$ cat src/rtl/wishbone_arbiter.sv
// wishbone_arbiter: round-robin arbiter that shares one Wishbone B4 classic
// slave port between NUM_M masters. The grant is taken on CYC and held for the
// whole bus cycle, and it is extended while the owning master asserts LOCK.
// Optional watchdog: define WB_ARB_TIMEOUT_EN to abort tenures whose slave
// never answers within TIMEOUT_CYC strobed cycles.
module wishbone_arbiter #(
  parameter int NUM_M       = 4,
  parameter int WB_ADDR_W   = 32,
  parameter int WB_DATA_W   = 32,
  parameter int TIMEOUT_CYC = 255
) (
  input  logic                           CLK_I,
  input  logic                           RST_I,
  input  logic [NUM_M-1:0]               M_CYC_I,
  input  logic [NUM_M-1:0]               M_STB_I,
  input  logic [NUM_M-1:0]               M_WE_I,
  input  logic [NUM_M-1:0]               M_LOCK_I,
  input  logic [NUM_M*WB_ADDR_W-1:0]     M_ADR_I,
  input  logic [NUM_M*WB_DATA_W-1:0]     M_DAT_I,
  input  logic [NUM_M*(WB_DATA_W/8)-1:0] M_SEL_I,
  output logic [WB_DATA_W-1:0]           M_DAT_O,
  output logic [NUM_M-1:0]               M_ACK_O,
  output logic [NUM_M-1:0]               M_ERR_O,
  output logic [NUM_M-1:0]               M_RTY_O,
  output logic                           S_CYC_O,
  output logic                           S_STB_O,
  output logic                           S_WE_O,
  output logic                           S_LOCK_O,
  output logic [WB_ADDR_W-1:0]           S_ADR_O,
  output logic [WB_DATA_W-1:0]           S_DAT_O,
  output logic [WB_DATA_W/8-1:0]         S_SEL_O,
  input  logic [WB_DATA_W-1:0]           S_DAT_I,
  input  logic                           S_ACK_I,
  input  logic                           S_ERR_I,
  input  logic                           S_RTY_I,
  output logic [NUM_M-1:0]               GNT_O
);

  localparam int SEL_W = WB_DATA_W / 8;
  localparam int IDX_W = (NUM_M > 1) ? $clog2(NUM_M) : 1;

  typedef enum logic {
    ST_IDLE  = 1'b0,
    ST_OWNED = 1'b1
  } state_t;

  state_t           r_state;
  state_t           w_state_next;
  logic [NUM_M-1:0] r_gnt;
  logic [NUM_M-1:0] w_gnt_next;
  logic [IDX_W-1:0] r_ptr;
  logic [IDX_W-1:0] w_ptr_next;
  logic [IDX_W-1:0] w_gnt_idx;
  logic [NUM_M-1:0] w_winner;
  logic             w_win_found;
  logic             w_release;
  logic             w_timeout;

  logic [WB_ADDR_W-1:0] w_adr_term [NUM_M];
  logic [WB_DATA_W-1:0] w_dat_term [NUM_M];
  logic [SEL_W-1:0]     w_sel_term [NUM_M];

  // Reject configurations the arbiter was not built for at elaboration time.
  generate
    if (NUM_M < 2 || NUM_M > 8 || TIMEOUT_CYC < 1) begin : g_bad_cfg
      $error("wishbone_arbiter: NUM_M must be 2..8 and TIMEOUT_CYC at least 1");
    end
  endgenerate

  // Per-master masked copies of the wide buses; only the owner's slice survives.
  // Response bits are steered to the owner only; a watchdog abort turns into ERR.
  generate
    for (genvar gi = 0; gi < NUM_M; gi++) begin : g_master
      assign w_adr_term[gi] = r_gnt[gi] ? M_ADR_I[gi*WB_ADDR_W +: WB_ADDR_W] : '0;
      assign w_dat_term[gi] = r_gnt[gi] ? M_DAT_I[gi*WB_DATA_W +: WB_DATA_W] : '0;
      assign w_sel_term[gi] = r_gnt[gi] ? M_SEL_I[gi*SEL_W +: SEL_W] : '0;
      assign M_ACK_O[gi]    = r_gnt[gi] & S_ACK_I & ~w_timeout;
      assign M_ERR_O[gi]    = r_gnt[gi] & (S_ERR_I | w_timeout);
      assign M_RTY_O[gi]    = r_gnt[gi] & S_RTY_I & ~w_timeout;
    end
  endgenerate

  assign GNT_O   = r_gnt;
  assign M_DAT_O = S_DAT_I;

  // Index of the current owner, used to remember who released last.
  always_comb begin
    w_gnt_idx = '0;
    for (int i = 0; i < NUM_M; i++) begin
      if (r_gnt[i]) begin
        w_gnt_idx = IDX_W'(i);
      end
    end
  end

  // Round-robin pick: first requester at distance 1, 2, ... NUM_M from the pointer.
  always_comb begin
    w_winner    = '0;
    w_win_found = 1'b0;
    for (int k = 1; k <= NUM_M; k++) begin
      for (int i = 0; i < NUM_M; i++) begin
        if (!w_win_found && M_CYC_I[i] && (((int'(r_ptr) + k) % NUM_M) == i)) begin
          w_winner[i] = 1'b1;
          w_win_found = 1'b1;
        end
      end
    end
  end

  // Tenure ends when the owner drops both CYC and LOCK, or the watchdog fires.
  assign w_release = (r_state == ST_OWNED) &&
                     ((~|(r_gnt & M_CYC_I) && ~|(r_gnt & M_LOCK_I)) || w_timeout);

`ifdef WB_ARB_TIMEOUT_EN
  localparam int CNT_W = $clog2(TIMEOUT_CYC + 1);

  logic [CNT_W-1:0] r_to_cnt;
  logic [CNT_W-1:0] w_to_cnt_next;
  logic             w_resp;

  assign w_resp    = S_ACK_I | S_ERR_I | S_RTY_I;
  assign w_timeout = (r_state == ST_OWNED) && (r_to_cnt == CNT_W'(TIMEOUT_CYC));

  // Count strobed cycles without a response; idle time and any response clear it.
  always_comb begin
    w_to_cnt_next = r_to_cnt;
    if (r_state != ST_OWNED) begin
      w_to_cnt_next = '0;
    end else if (w_resp) begin
      w_to_cnt_next = '0;
    end else if (S_STB_O) begin
      w_to_cnt_next = r_to_cnt + 1'b1;
    end
  end

  // Watchdog counter register.
  always_ff @(posedge CLK_I or negedge RST_I) begin
    if (!RST_I) begin
      r_to_cnt <= '0;
    end else begin
      r_to_cnt <= w_to_cnt_next;
    end
  end
`else
  assign w_timeout = 1'b0;
`endif

  // State, grant and round-robin pointer registers.
  always_ff @(posedge CLK_I or negedge RST_I) begin
    if (!RST_I) begin
      r_state <= ST_IDLE;
      r_gnt   <= '0;
      r_ptr   <= IDX_W'(NUM_M - 1);
    end else begin
      r_state <= w_state_next;
      r_gnt   <= w_gnt_next;
      r_ptr   <= w_ptr_next;
    end
  end

  // Next-state logic: arbitrate only from IDLE, so a grant never changes mid-cycle.
  always_comb begin
    w_state_next = r_state;
    w_gnt_next   = r_gnt;
    w_ptr_next   = r_ptr;
    case (r_state)
      ST_IDLE: begin
        if (|M_CYC_I) begin
          w_state_next = ST_OWNED;
          w_gnt_next   = w_winner;
        end
      end
      ST_OWNED: begin
        if (w_release) begin
          w_state_next = ST_IDLE;
          w_gnt_next   = '0;
          w_ptr_next   = w_gnt_idx;
        end
      end
      default: begin
        w_state_next = ST_IDLE;
        w_gnt_next   = '0;
      end
    endcase
  end

  // Output logic: slave side follows the owner; everything reads 0 while idle.
  always_comb begin
    S_ADR_O = '0;
    S_DAT_O = '0;
    S_SEL_O = '0;
    for (int i = 0; i < NUM_M; i++) begin
      S_ADR_O = S_ADR_O | w_adr_term[i];
      S_DAT_O = S_DAT_O | w_dat_term[i];
      S_SEL_O = S_SEL_O | w_sel_term[i];
    end
    S_CYC_O  = (|(r_gnt & M_CYC_I)) & ~w_timeout;
    S_STB_O  = (|(r_gnt & M_STB_I)) & ~w_timeout;
    S_WE_O   = |(r_gnt & M_WE_I);
    S_LOCK_O = |(r_gnt & M_LOCK_I);
  end

endmodule

$ cat config.mk
export PLATFORM = sky130hd
export DESIGN_NAME = wishbone_arbiter
export DESIGN_NICKNAME = d
export VERILOG_FILES = /design/src/rtl/wishbone_arbiter.sv
export SDC_FILE = /design/constraint.sdc
export NUM_CORES = 1
export LEC_CHECK = 0
export ABC_AREA = 1
export BUFFER_PORTS_ARGS = -buffer_cell sky130_fd_sc_hd__buf_4
export CAP_MARGIN = 40
export CORE_AREA = 2 2 172 174
export CTS_BUF_LIST = sky130_fd_sc_hd__clkbuf_2 sky130_fd_sc_hd__clkbuf_4 sky130_fd_sc_hd__clkbuf_8
export CTS_CLUSTER_SIZE = 12
export DETAILED_ROUTE_END_ITERATION = 8
export DIE_AREA = 0 0 174 176
export PLACE_DENSITY = 0.39
export SYNTH_ARGS = -nofsm -noshare
export SYNTH_HDL_FRONTEND = slang
export SYNTH_SLANG_ARGS = --single-unit
$ cat constraint.sdc
create_clock -name CLK_I -period 4.2 [get_ports CLK_I]
set_input_delay 0.42 -clock CLK_I [delete_from_list [all_inputs] [get_ports CLK_I]]
set_output_delay 0.42 -clock CLK_I [all_outputs]
set_load 0.01 [all_outputs]
# Word level (Yosys, flattened, before mapping)
# Index checks and enable logic that the tools add are counted.
# W data, S select, Z words.
# totals
register_bits,7
inputBits,325
output_inout_bits,120
wordCells,167
# classes
add_sub_neg,4
eq_ne,14
muxes,51
bitwise_logic,30
reduce_logical,65
# op_table
operator,n
$mux W32,8
$or A32 B32 Y32,6
$logic_not A32 Y1,4
$logic_and A1 B1 Y1,33
$mux W1,33
$eq A3 B3 Y1 const B,8
$mux W4,6
$reduce_or A4 Y1,5
$logic_not A1 Y1,17
$and A4 B4 Y4,4
$and A1 B1 Y1,12
$eq A3 B2 Y1 const B,4
$or A4 B4 Y4,3
$pmux W4 S2,1
$reduce_or A2 Y1,4
$add A2 B1 Y2 const B,2
$add A2 B2 Y2 const B,2
$and A1 B1 Y1 const A,4
$mux W2,2
$reduce_and A2 Y1,2
$ne A2 B1 Y1 const B,1
$ne A2 B2 Y1 const B,1
$pmux W1 S2,1
$not A1 Y1,1

# Longest topological paths before layout
# Gate-level depths: netlist of run 1.
# logic_depth
word_depth,68
depth_mapped,13

# Least setup slack after synthesis of run 1
# No wires, ideal clock.
# synth_path
path_type,flip-flop to output port
start,register r_gnt[2] (netlist: GNT_O[2])
end,output port S_ADR_O[0]
arrival_ps,1323
required_ps,3780
setup_slack_ps,2457
stages_incl_launch_ff,6
n_path_buf,3
cell_sequence,dfrtp_1 -> clkbuf_1 -> clkbuf_1 -> buf_1 -> nand2_1 -> nand4_1
# synth_via
elab_chain_len,3
# synth_rtl
item,line,text
start: declaration,49,logic [NUM_M-1:0] r_gnt;
start signal: assignment,156,r_gnt <= w_gnt_next;
$mux W32,74,assign w_adr_term[gi] = r_gnt[gi] ? M_ADR_I[gi*WB_ADDR_W +: WB_ADDR_W] : '0;
$or A32 B32 Y32 (2 in a row),193,S_ADR_O = S_ADR_O | w_adr_term[i];
end: declaration,29,"output logic [WB_ADDR_W-1:0] S_ADR_O,"
# No other way between the ends.

# Final worst setup path of run 1
# layout_path
start,register r_gnt[0] (netlist: GNT_O[0])
end,output port S_ADR_O[3]
# layout_via
elab_chain_len,4
# layout_rtl
item,line
$mux W32,74
$or A32 B32 Y32 (3 in a row),193
# No other way between the ends.

==> key figures, run 1 <==
Clock tree
  • TritonCTS clock tree: done
  • CTS resizes: 0
  • Deepest level of the CTS H-tree: 1
  • Number of clock buffers inserted by TritonCTS: 3
  • Clock latency of the later-clocked register in the worst-skew pair: 230 ps
  • Buffer count from post-CTS setup fixing: 0
  • Buffer depth of the longest clock path: 2
  • CTS sink count: 7
  • Hold_buf cts: 1
  • Reg clk slew, reported paths: 50 ps
  • Root Buffer: sky130_fd_sc_hd__clkbuf_8

Logic synthesis
  • Cell count after synthesis: 533
  • Mean instance size in the synthesized netlist: 4.88 um^2
  • Dominant cell type by area after synthesis: sky130_fd_sc_hd__nand2_1
  • Count of distinct cell types in the synthesized netlist: 29
  • Total of warnings raised by yosys: 0
  • Share of the synthesized area in the top cell type: 0.450
  • Synthesized netlist net count: 858
  • Total standard cell area after synthesis: 2600 um^2
  • Cell types occupying the most area after synthesis: sky130_fd_sc_hd__nand2_1 (45%), sky130_fd_sc_hd__nand4_1 (18%), sky130_fd_sc_hd__buf_4 (9.2%), sky130_fd_sc_hd__dfrtp_1 (4.8%), sky130_fd_sc_hd__inv_1 (4.2%)
  • Proportion of synthesized chip area in sequential cells: 0.0683
  • Number of synthesized register bits: 7

Worst setup path
  • Maximum fanout encountered on the critical timing path: 40
  • Flop2flop setup slack: around 2000 ps
  • WS Path Type: register to output pin
  • Worst endpoint data arrival time: ~2100 ps
  • Critical path startpoint category: register
  • Critical Path RT: around 3800 ps
  • Crit end category: output pin

Worst hold path
  • Tightest Hold Check Type: register to register

Floorplanning
  • Die outline area: approximately 31000 um^2
  • Row cnt: 62
  • Starting utilization of the core area: 0.0911
  • Vertical die dimension: 176 um
  • Count of boundary I/O pins: ~450
  • Horizontal extent of the die: 174 um
  • Core footprint: 28500 um^2

Run
  • Maximum capacitance violations: 0

STA
  • Worst Slack Setup Final: 1650 ps
  • Summed negative setup slack over all endpoints: 0 ps
  • Setup repair after global routing missed its margin: no
  • Final period util: 0.608
  • Minimum clock period after layout: 2550 ps
  • Number of setup violations in the final report: 0
  • Number of hold violations in the final report: 0
  • Worst max-slew margin expressed relative to the limit: 0.447
  • Count of pins over their slew limit: 0
  • Setup Skew: 4.27 ps
  • Transition time at the pin with the least slew margin: 830 ps
  • Max Freq: 392 MHz

Finish
  • Reg area: between 150 and 200 um^2
  • ANT cells: 0
  • Area taken by multi-input logic gates: 1920 um^2
  • Fraction of layout instances using a drive strength above 1: 0.477
  • Layout filler cell count: 3373
  • Layout net count: roughly 1200
  • Layout-stage area growth over the synthesis result: 119%

Run status
  • Run status: completed

Placed design
  • RD Place Congestion: ~0.85
  • Placement Setup Slack: 1790 ps
  • Number of buffers inserted by port buffering: 380
  • DP HPWL: 17200 um

Route
  • Overall routed net length: around 20000 um
  • Number of antenna-violating nets in the routed design: 0
  • Number of design rule violations left after detail routing: 0
  • Number of DRC markers after the initial detailed-route iteration: 220
  • Total via count in the routed design: 4760
  • Via density per instance: 3.83
  • Mean routed wirelength per cell: 16.3 um
  • Detailed-routing iteration count for the pre-antenna-repair pass: 4

GRT
  • Via count of the first global-routing pass: 4833
  • Wire length of the first global-routing pass: 29400 um
  • Global routing usage summed across all routing layers: 0.123
  • Initial antenna violation count: 0
  • Pin count of the biggest net entering global routing: 47
  • Total congestion overflow after global routing: 0

Power
  • Leakage: 2.93 nW
  • Largest vdd supply drop: around 0.18 mV
  • Cell area power density: around 440 nW/um^2
-- report_power, final --
| part | internal [mW] | switching, mW | leakage, nW | total (mW) |
|---|---|---|---|---|
| sequential | 0.103 | 0.122 | 0.0794 | 0.225 |
| combinational | 0.995 | 1.16 | 2.83 | 2.16 |
| clock | 0.0723 | 0.0315 | 0.0262 | 0.104 |
-- layout by cell type, fill, tap and decap left out, types with 3 or more instances in the layout --
cell type	instances
sky130_fd_sc_hd__o22ai_1	3
sky130_fd_sc_hd__nand4_1	75
sky130_fd_sc_hd__buf_4	384
sky130_fd_sc_hd__dfrtp_2	4
sky130_fd_sc_hd__clkbuf_8	3
sky130_fd_sc_hd__inv_1	29
sky130_fd_sc_hd__a21oi_1	3
sky130_fd_sc_hd__nor2_1	6
sky130_fd_sc_hd__nand3_1	7
sky130_fd_sc_hd__nand2_1	312
sky130_fd_sc_hd__buf_12	3
-- final timing paths --
kind	from	to	cells after the start
hold reg to reg	r_state	GNT_O[0]	1
min in group asynchronous	RST_I	r_state	2
max in group asynchronous	RST_I	r_ptr[1]	2
setup reg to reg	GNT_O[3]	GNT_O[3]	9
hold / removal	r_state	GNT_O[0]	1
setup / recovery	GNT_O[0]	S_ADR_O[3]	4
-- per-stage QoR --
stage	std cells	power (mW)	hold WS, ps	util	instance area, um^2
2_1_floorplan	533	1.22	124	-	2600
3_3_place_gp	1235	2.41	241	0.196	5600
3_5_place_dp	1237	2.42	246	0.198	5640
4_1_cts	1242	2.54	517	0.200	5700
5_1_grt	1242	2.70	541	0.200	5700
6_report	1242	2.49	512	0.200	5700
-- cell families (layout without fill, tap and decap cells) --
| group | count (synthesis) | in the layout | share of synthesized area |
|---|---|---|---|
| compound gates | 15 | 15 | 0.0380 |
| simple gates | 413 | 413 | 0.700 |
| buf+inv | 98 | 423 | 0.193 |
| flops | 7 | 7 | 0.0683 |
-- critical path, cell delays in order, from the launching register on --
cell and delay, ps:
sky130_fd_sc_hd__dfrtp_2 890, sky130_fd_sc_hd__buf_4 520, sky130_fd_sc_hd__nand2_1 160, sky130_fd_sc_hd__nand4_1 150, sky130_fd_sc_hd__buf_4 140
-- metal layers --
layer | vias up | track usage | routed length, um | share of wire
li1 | 2345 | - | - | -
met1 | 2128 | 0.148 | 8160 | 0.40
met2 | 269 | 0.220 | 10100 | 0.50
met3 | 18 | 0.0338 | 1620 | 0.080
met4 | 0 | 0.0224 | 311 | 0.015
met5 | - | 0 | 0 | 0
-- layout make-up --
type                            instances  area share
Clock buffer                            4     0.00856
Inverter                               31      0.0204
Multi-Input combinational cell        428       0.337
Sequential cell                         7      0.0320
Tap cell                              384      0.0843
Timing Repair Buffer                  388       0.518
-- synthesized netlist by cell type --
library cell	count
sky130_fd_sc_hd__nand2_2	1
sky130_fd_sc_hd__nand4_4	1
sky130_fd_sc_hd__clkbuf_1	26
sky130_fd_sc_hd__o22ai_1	3
sky130_fd_sc_hd__nor2_1	6
sky130_fd_sc_hd__dfrtp_1	5
sky130_fd_sc_hd__o21ai_0	2
sky130_fd_sc_hd__nor3_2	1
sky130_fd_sc_hd__nor3b_1	1
sky130_fd_sc_hd__inv_1	29
sky130_fd_sc_hd__nor2_2	2
sky130_fd_sc_hd__o21a_1	2
sky130_fd_sc_hd__nand4_1	75
sky130_fd_sc_hd__dfstp_2	2
sky130_fd_sc_hd__o211ai_1	1
sky130_fd_sc_hd__o21bai_1	2
sky130_fd_sc_hd__nand4_2	1
sky130_fd_sc_hd__buf_4	32
sky130_fd_sc_hd__nor2_4	2
sky130_fd_sc_hd__nand3_1	7
sky130_fd_sc_hd__inv_2	2
sky130_fd_sc_hd__nor3_1	1
sky130_fd_sc_hd__nand2_1	312
sky130_fd_sc_hd__a21oi_1	3
sky130_fd_sc_hd__buf_1	7
sky130_fd_sc_hd__buf_6	2
sky130_fd_sc_hd__nor4_1	1
sky130_fd_sc_hd__a22o_1	2
sky130_fd_sc_hd__nand3_2	2
-- flip-flops by register name, summed over array words and instances (netlist names) --
name / cells
r_ptr: 2
GNT_O: 4
r_state: 1
Note: power is estimated with default switching activity, not from simulation.
==> run 2, diff against run 1 <==
==> constraint.sdc (replaced) <==
create_clock -name CLK_I -period 2.6 [get_ports CLK_I]
set_input_delay 0.26 -clock CLK_I [delete_from_list [all_inputs] [get_ports CLK_I]]
set_output_delay 0.26 -clock CLK_I [all_outputs]
set_load 0.01 [all_outputs]
==> key figures, run 2 (synthesis results as in run 1) <==
Run status
  • Run status: completed

Finish
  • Most frequent standard cell in the layout excluding fill and tap cells: sky130_fd_sc_hd__buf_4
  • Reg area: around 180 um^2
  • Fraction of layout instances using a drive strength above 1: 0.479
  • Layout net count: between 1000 and 1500
  • Top library cells by usage in the layout, fill and taps aside: sky130_fd_sc_hd__buf_4 (390), sky130_fd_sc_hd__nand2_1 (312), sky130_fd_sc_hd__nand4_1 (75), sky130_fd_sc_hd__inv_1 (29), sky130_fd_sc_hd__nand3_1 (7)
  • Area taken by multi-input logic gates: 1920 um^2
  • Layout-stage area growth over the synthesis result: 119%
  • Number of flip-flops under the largest register name: 4
  • ANT cells: 0
  • Post-layout instance count excluding filler cells: 1246
  • Layout filler cell count: 3386

Clock tree
  • Root Buffer: sky130_fd_sc_hd__clkbuf_8
  • Buffer count from post-CTS setup fixing: 0
  • Clock latency of the later-clocked register in the worst-skew pair: 230 ps
  • Number of clock buffers inserted by TritonCTS: 3
  • Buffer depth of the longest clock path: 2
  • Reg clk slew, reported paths: 40 ps
  • CTS sink count: 7
  • TritonCTS clock tree: done
  • Deepest level of the CTS H-tree: 1

STA
  • Summed negative setup slack over all endpoints: 0 ps
  • Worst hold slack after final layout: 373 ps
  • Worst max-slew margin expressed relative to the limit: 0.599
  • Count of pins over their slew limit: 0
  • Setup repair after global routing missed its margin: no
  • Final period util: 0.828
  • Minimum clock period after layout: 2150 ps
  • Worst Slack Setup Final: between 400 and 500 ps
  • Number of hold violations in the final report: 0
  • Setup Skew: 0.366 ps
  • Max Freq: 465 MHz
  • Transition time at the pin with the least slew margin: 601 ps
  • Number of setup violations in the final report: 0

Placed design
  • RD Place Congestion: roughly 0.82
  • Placement Setup Slack: 619 ps
  • DP HPWL: 17000 um
  • Number of buffers inserted by port buffering: 380
  • Cell Count Post-Placement: 1241

GRT
  • Met3 Track Usage GR: 0.0351
  • Highest-utilization routing layer at the global route stage: met2
  • Global routing usage summed across all routing layers: 0.122
  • Met1 usage in global routing: 0.144
  • Wire length of the first global-routing pass: 29100 um
  • Met2 Usage GRT: 0.218
  • Via count of the first global-routing pass: 4724
  • Total congestion overflow after global routing: 0
  • Pin count of the biggest net entering global routing: 68
  • Initial antenna violation count: 0

Worst setup path
  • Beginning of the critical path: GNT_O[3]
  • Worst path slowest cell: sky130_fd_sc_hd__dfrtp_2
  • Reg-to-reg critical path startpoint: GNT_O[3]
  • Critical path startpoint category: register
  • Crit end category: output pin
  • Worst endpoint data arrival time: 1890 ps
  • Most frequent cell on the critical path: sky130_fd_sc_hd__buf_4
  • Maximum fanout encountered on the critical timing path: 35
  • WS Path Type: register to output pin
  • Worst stage delay on the critical path: approximately 750 ps
  • Critical Path RT: 2340 ps
  • Cell breakdown of the critical path: buf_4 -> nand2_1 -> nand4_1 -> buf_4

Power
  • Cell area power density: between 700 and 800 nW/um^2
  • Power consumption: about 4 mW
  • Largest vdd supply drop: 0.192 mV
  • Leakage: between 2 and 3 nW

Route
  • Total via count in the routed design: 4687
  • Number of antenna-violating nets in the routed design: 0
  • Detailed-routing iteration count for the pre-antenna-repair pass: 4
  • Overall routed net length: ~20000 um
  • Via density per instance: 3.76
  • Number of DRC markers after the initial detailed-route iteration: 164
  • Mean routed wirelength per cell: ~16 um
  • Number of design rule violations left after detail routing: 0

Run
  • Maximum capacitance violations: 0

Floorplanning
  • Starting utilization of the core area: 0.0911
  • Row cnt: 62
  • Die outline area: ~31000 um^2
  • Vertical die dimension: 176 um
  • Horizontal extent of the die: 174 um
  • Core footprint: 28500 um^2
  • Count of boundary I/O pins: 445

Worst hold path
  • Tightest Hold Check Type: primary input to register
  • Worst Min Path Start: M_CYC_I[3]
==> run 2: cell count changes in the layout (fill, tap and decap cells not counted), sizes merged <==
cell  delta
buf      +4
==> run 2: report_power, final <==
part / internal (mW) / total (mW) / switching (mW)
logic: 1.60 / 3.51 / 1.91
registers: 0.167 / 0.337 / 0.170
clock network: 0.117 / 0.165 / 0.0486
==> run 2: worst paths after layout <==
| path | slack (ps) | to | cells after the start |
|---|---|---|---|
| min reg2reg | 510 | GNT_O[0] | 1 |
| min in group asynchronous | 400 | r_state | 2 |
| max | 450 | S_DAT_O[20] | 4 |
| min | 370 | r_state | 3 |
| max reg2reg | 700 | GNT_O[3] | 9 |
| max in group asynchronous | 2000 | r_ptr[0] | 2 |
==> run 2: cell type report <==
cell class / count / share of cell area
flip-flops and latches: 7 / 0.0320
clock buffers: 4 / 0.00855
well taps: 384 / 0.0842
inverters: 31 / 0.0204
multi-input cells: 428 / 0.337
repair buffers: 392 / 0.518
==> run 2: worst max-delay path: cells and delay by family (launching register included) <==
family / cells / cell delay [ps]
buffers and inverters: 2 / 630
AND/OR/NAND/NOR: 2 / 260
flip-flops: 1 / 750
==> run 2: through the flow <==
step / util / cell area (um^2)
after floorplan: - / 2600
after global placement: 0.198 / 5650
after detailed placement: 0.198 / 5650
after CTS: 0.200 / 5710
after global routing: 0.200 / 5710
final: 0.200 / 5710
==> run 2: per-layer routing <==
metal,vias up,routed length (um)
li1,2356,-
met1,2063,7970
met2,248,10000
met3,20,1690
met4,0,426
met5,-,0
==> run 2: what timing repair did <==
action,in CTS,in global routing
hold buffers,1,0
gates resized for setup,0,0
hold endpoints to repair,5,0
==> run 3, diff against run 2 <==
--- a/config.mk
+++ b/config.mk
@@ -5,14 +5,14 @@
 export SDC_FILE = /design/constraint.sdc
 export NUM_CORES = 1
 export LEC_CHECK = 0
-export ABC_AREA = 1
+export ABC_AREA = 0
 export BUFFER_PORTS_ARGS = -buffer_cell sky130_fd_sc_hd__buf_4
 export CAP_MARGIN = 40
-export CORE_AREA = 2 2 172 174
+export CORE_AREA = 2 2 171 173
 export CTS_BUF_LIST = sky130_fd_sc_hd__clkbuf_2 sky130_fd_sc_hd__clkbuf_4 sky130_fd_sc_hd__clkbuf_8
 export CTS_CLUSTER_SIZE = 12
 export DETAILED_ROUTE_END_ITERATION = 8
-export DIE_AREA = 0 0 174 176
+export DIE_AREA = 0 0 173 175
 export PLACE_DENSITY = 0.39
 export SYNTH_ARGS = -nofsm -noshare
 export SYNTH_HDL_FRONTEND = slang
==> constraint.sdc (replaced) <==
create_clock -name CLK_I -period 2 [get_ports CLK_I]
set_input_delay 0.2 -clock CLK_I [delete_from_list [all_inputs] [get_ports CLK_I]]
set_output_delay 0.2 -clock CLK_I [all_outputs]
set_load 0.01 [all_outputs]
==> key figures, run 3 <==
Placed design
  • DP HPWL: 13700 um
  • Number of buffers inserted by port buffering: 380
  • Cell Count Post-Placement: roughly 1000
  • Placement Setup Slack: around 430 ps
  • RD Place Congestion: 0.789

Logic synthesis
  • Commonest cells in the netlist: sky130_fd_sc_hd__a22oi_1 (140), sky130_fd_sc_hd__nand2_1 (78), sky130_fd_sc_hd__buf_4 (35), sky130_fd_sc_hd__buf_2 (19)
  • Total of warnings raised by yosys: 0
  • Cell types occupying the most area after synthesis: sky130_fd_sc_hd__a22oi_1 (46%), sky130_fd_sc_hd__nand2_1 (13%), sky130_fd_sc_hd__buf_4 (11%), sky130_fd_sc_hd__dfrtp_1 (5.5%), sky130_fd_sc_hd__buf_2 (4.2%)
  • Proportion of synthesized chip area in sequential cells: 0.0776
  • Dominant cell type by area after synthesis: sky130_fd_sc_hd__a22oi_1
  • Count of distinct cell types in the synthesized netlist: 29
  • Number of flops mapped to enable cells by yosys: 0
  • Fraction of registers with async set/reset: 1.00
  • Cell count after synthesis: 343
  • Number of synthesized register bits: 7
  • Dominant register cell in the synthesized netlist: sky130_fd_sc_hd__dfrtp_1
  • Synthesized netlist net count: roughly 670
  • Mean instance size in the synthesized netlist: 6.68 um^2
  • Most numerous cell in the Yosys netlist: sky130_fd_sc_hd__a22oi_1
  • Share of the synthesized area in the top cell type: 0.459
  • Total standard cell area after synthesis: ~2300 um^2

Finish
  • Number of flip-flops under the largest register name: 4
  • Layout-stage area growth over the synthesis result: 136%
  • Area taken by multi-input logic gates: ~1700 um^2
  • Most frequent standard cell in the layout excluding fill and tap cells: sky130_fd_sc_hd__buf_4
  • Top library cells by usage in the layout, fill and taps aside: sky130_fd_sc_hd__buf_4 (382), sky130_fd_sc_hd__a22oi_1 (140), sky130_fd_sc_hd__nand2_1 (78), sky130_fd_sc_hd__and2_1 (12), sky130_fd_sc_hd__buf_12 (6)
  • Layout net count: approximately 1000
  • Reg area: 183 um^2
  • Post-layout instance count excluding filler cells: approximately 1100
  • Layout filler cell count: 3245
  • Fraction of layout instances using a drive strength above 1: 0.608
  • ANT cells: 0

Route
  • Total via count in the routed design: 3955
  • Detailed-routing iteration count for the pre-antenna-repair pass: 4
  • Number of design rule violations left after detail routing: 0
  • Number of antenna-violating nets in the routed design: 0
  • Number of DRC markers after the initial detailed-route iteration: between 150 and 200
  • Overall routed net length: 16500 um
  • Via density per instance: ~3.8
  • Mean routed wirelength per cell: 15.7 um

STA
  • Transition time at the pin with the least slew margin: 497 ps
  • Worst max-slew margin expressed relative to the limit: 0.667
  • Summed negative setup slack over all endpoints: 0 ps
  • Minimum clock period after layout: 1780 ps
  • Max Freq: about 560 MHz
  • Setup repair after global routing missed its margin: no
  • Count of pins over their slew limit: 0
  • Worst Slack Setup Final: roughly 220 ps
  • Final period util: 0.890
  • Setup Skew: 2.87 ps
  • Number of hold violations in the final report: 0
  • Number of setup violations in the final report: 0
  • Worst hold slack after final layout: between 300 and 400 ps

Worst setup path
  • Critical path startpoint category: register
  • Worst endpoint data arrival time: 1580 ps
  • Beginning of the critical path: GNT_O[0]
  • Flop2flop setup slack: 450 ps
  • Crit end category: output pin
  • Reg-to-reg critical path startpoint: GNT_O[2]
  • End of the worst register-to-register path: r_ptr[1]
  • Maximum fanout encountered on the critical timing path: 34
  • WS Path Type: register to output pin
  • Destination of the critical timing path: S_ADR_O[10]
  • Worst R2R Path Depth: 5
  • Critical Path RT: 1800 ps

Clock tree
  • CTS sink count: 7
  • TritonCTS clock tree: done
  • Reg clk slew, reported paths: approximately 40 ps
  • Root Buffer: sky130_fd_sc_hd__clkbuf_8
  • Buffer count from post-CTS setup fixing: 0
  • Number of clock buffers inserted by TritonCTS: 3
  • CTS resizes: 0
  • Hold_buf cts: 1
  • Buffer depth of the longest clock path: 2
  • Deepest level of the CTS H-tree: 1
  • Clock latency of the later-clocked register in the worst-skew pair: 230 ps

GRT
  • Total congestion overflow after global routing: 0
  • Global routing usage summed across all routing layers: 0.0988
  • Via count of the first global-routing pass: 4101
  • Pin count of the biggest net entering global routing: ~40
  • Initial antenna violation count: 0
  • Wire length of the first global-routing pass: 23900 um

Floorplanning
  • Horizontal extent of the die: roughly 170 um
  • Core footprint: 28400 um^2
  • Row cnt: 62
  • Vertical die dimension: 175 um
  • Die outline area: 30300 um^2
  • Starting utilization of the core area: 0.0806
  • Count of boundary I/O pins: roughly 450

Power
  • Psw: between 2 and 3 mW
  • Pint: 2.73 mW
  • Cell area power density: between 900 and 1000 nW/um^2
  • Leakage: 2.76 nW
  • Sequential share of power: 0.066
  • Comb power frac: 0.894
  • Clock network fraction of total power: 0.040
  • Power consumption: 5.31 mW
  • Largest vdd supply drop: 0.483 mV
  • Share of total power consumed by net switching: 0.486

Run status
  • Run status: completed

Run
  • Maximum capacitance violations: 0

Worst hold path
  • Tightest Hold Check Type: primary input to async pin
-- run 3: kinds of logic after synthesis --
kind of cell | share of synthesized area
AOI/OAI and AO/OA | 0.533
DFF | 0.0776
and+or+nand+nor | 0.195
buffers and inverters | 0.186
muxes | 0.00874
-- run 3: worst min path at each step --
stage,start,to,cells past startpoint
6_report,RST_I,r_state,2
5_1_grt,M_CYC_I[0],r_state,3
4_1_cts,M_CYC_I[0],r_state,3
3_5_place_dp,RST_I,r_state,1
3_3_place_gp,RST_I,r_state,1
2_1_floorplan,RST_I,GNT_O[0],0
-- run 3: through the flow --
stage | instance area, um^2 | util
floorplan | 2290 | -
global placement | 5350 | 0.189
detailed placement | 5350 | 0.189
CTS | 5410 | 0.191
global route | 5410 | 0.191
finish | 5410 | 0.191
-- run 3: power groups by stage --
stage	sequential (mW)	combinational, mW	clock [mW]
2_1_floorplan	0.257	2.41	0
3_3_place_gp	0.353	4.82	0
3_5_place_dp	0.353	4.79	0
4_1_cts	0.352	4.81	0.222
5_1_grt	0.367	5.15	0.232
6_report	0.352	4.75	0.214
-- run 3: worst max-delay path, stage by stage (launching register included) --
cell                      delay (ps)
sky130_fd_sc_hd__dfrtp_2         480
sky130_fd_sc_hd__buf_4           420
sky130_fd_sc_hd__a22oi_1         200
sky130_fd_sc_hd__nand2_1         100
sky130_fd_sc_hd__buf_4           120
-- run 3: final cells by class --
| class | count | area share |
|---|---|---|
| clock buffers | 4 | 0.00902 |
| flip-flops and latches | 7 | 0.0338 |
| inverters | 4 | 0.00277 |
| multi-input cells | 264 | 0.312 |
| repair buffers | 389 | 0.554 |
| well taps | 384 | 0.0888 |
-- run 3: routing by layer --
metal / global-route usage / part of all wire
met1: 0.110 / 0.37
met4: 0.0325 / 0.033
met2: 0.181 / 0.50
met3: 0.0268 / 0.089
met5: 0 / 0
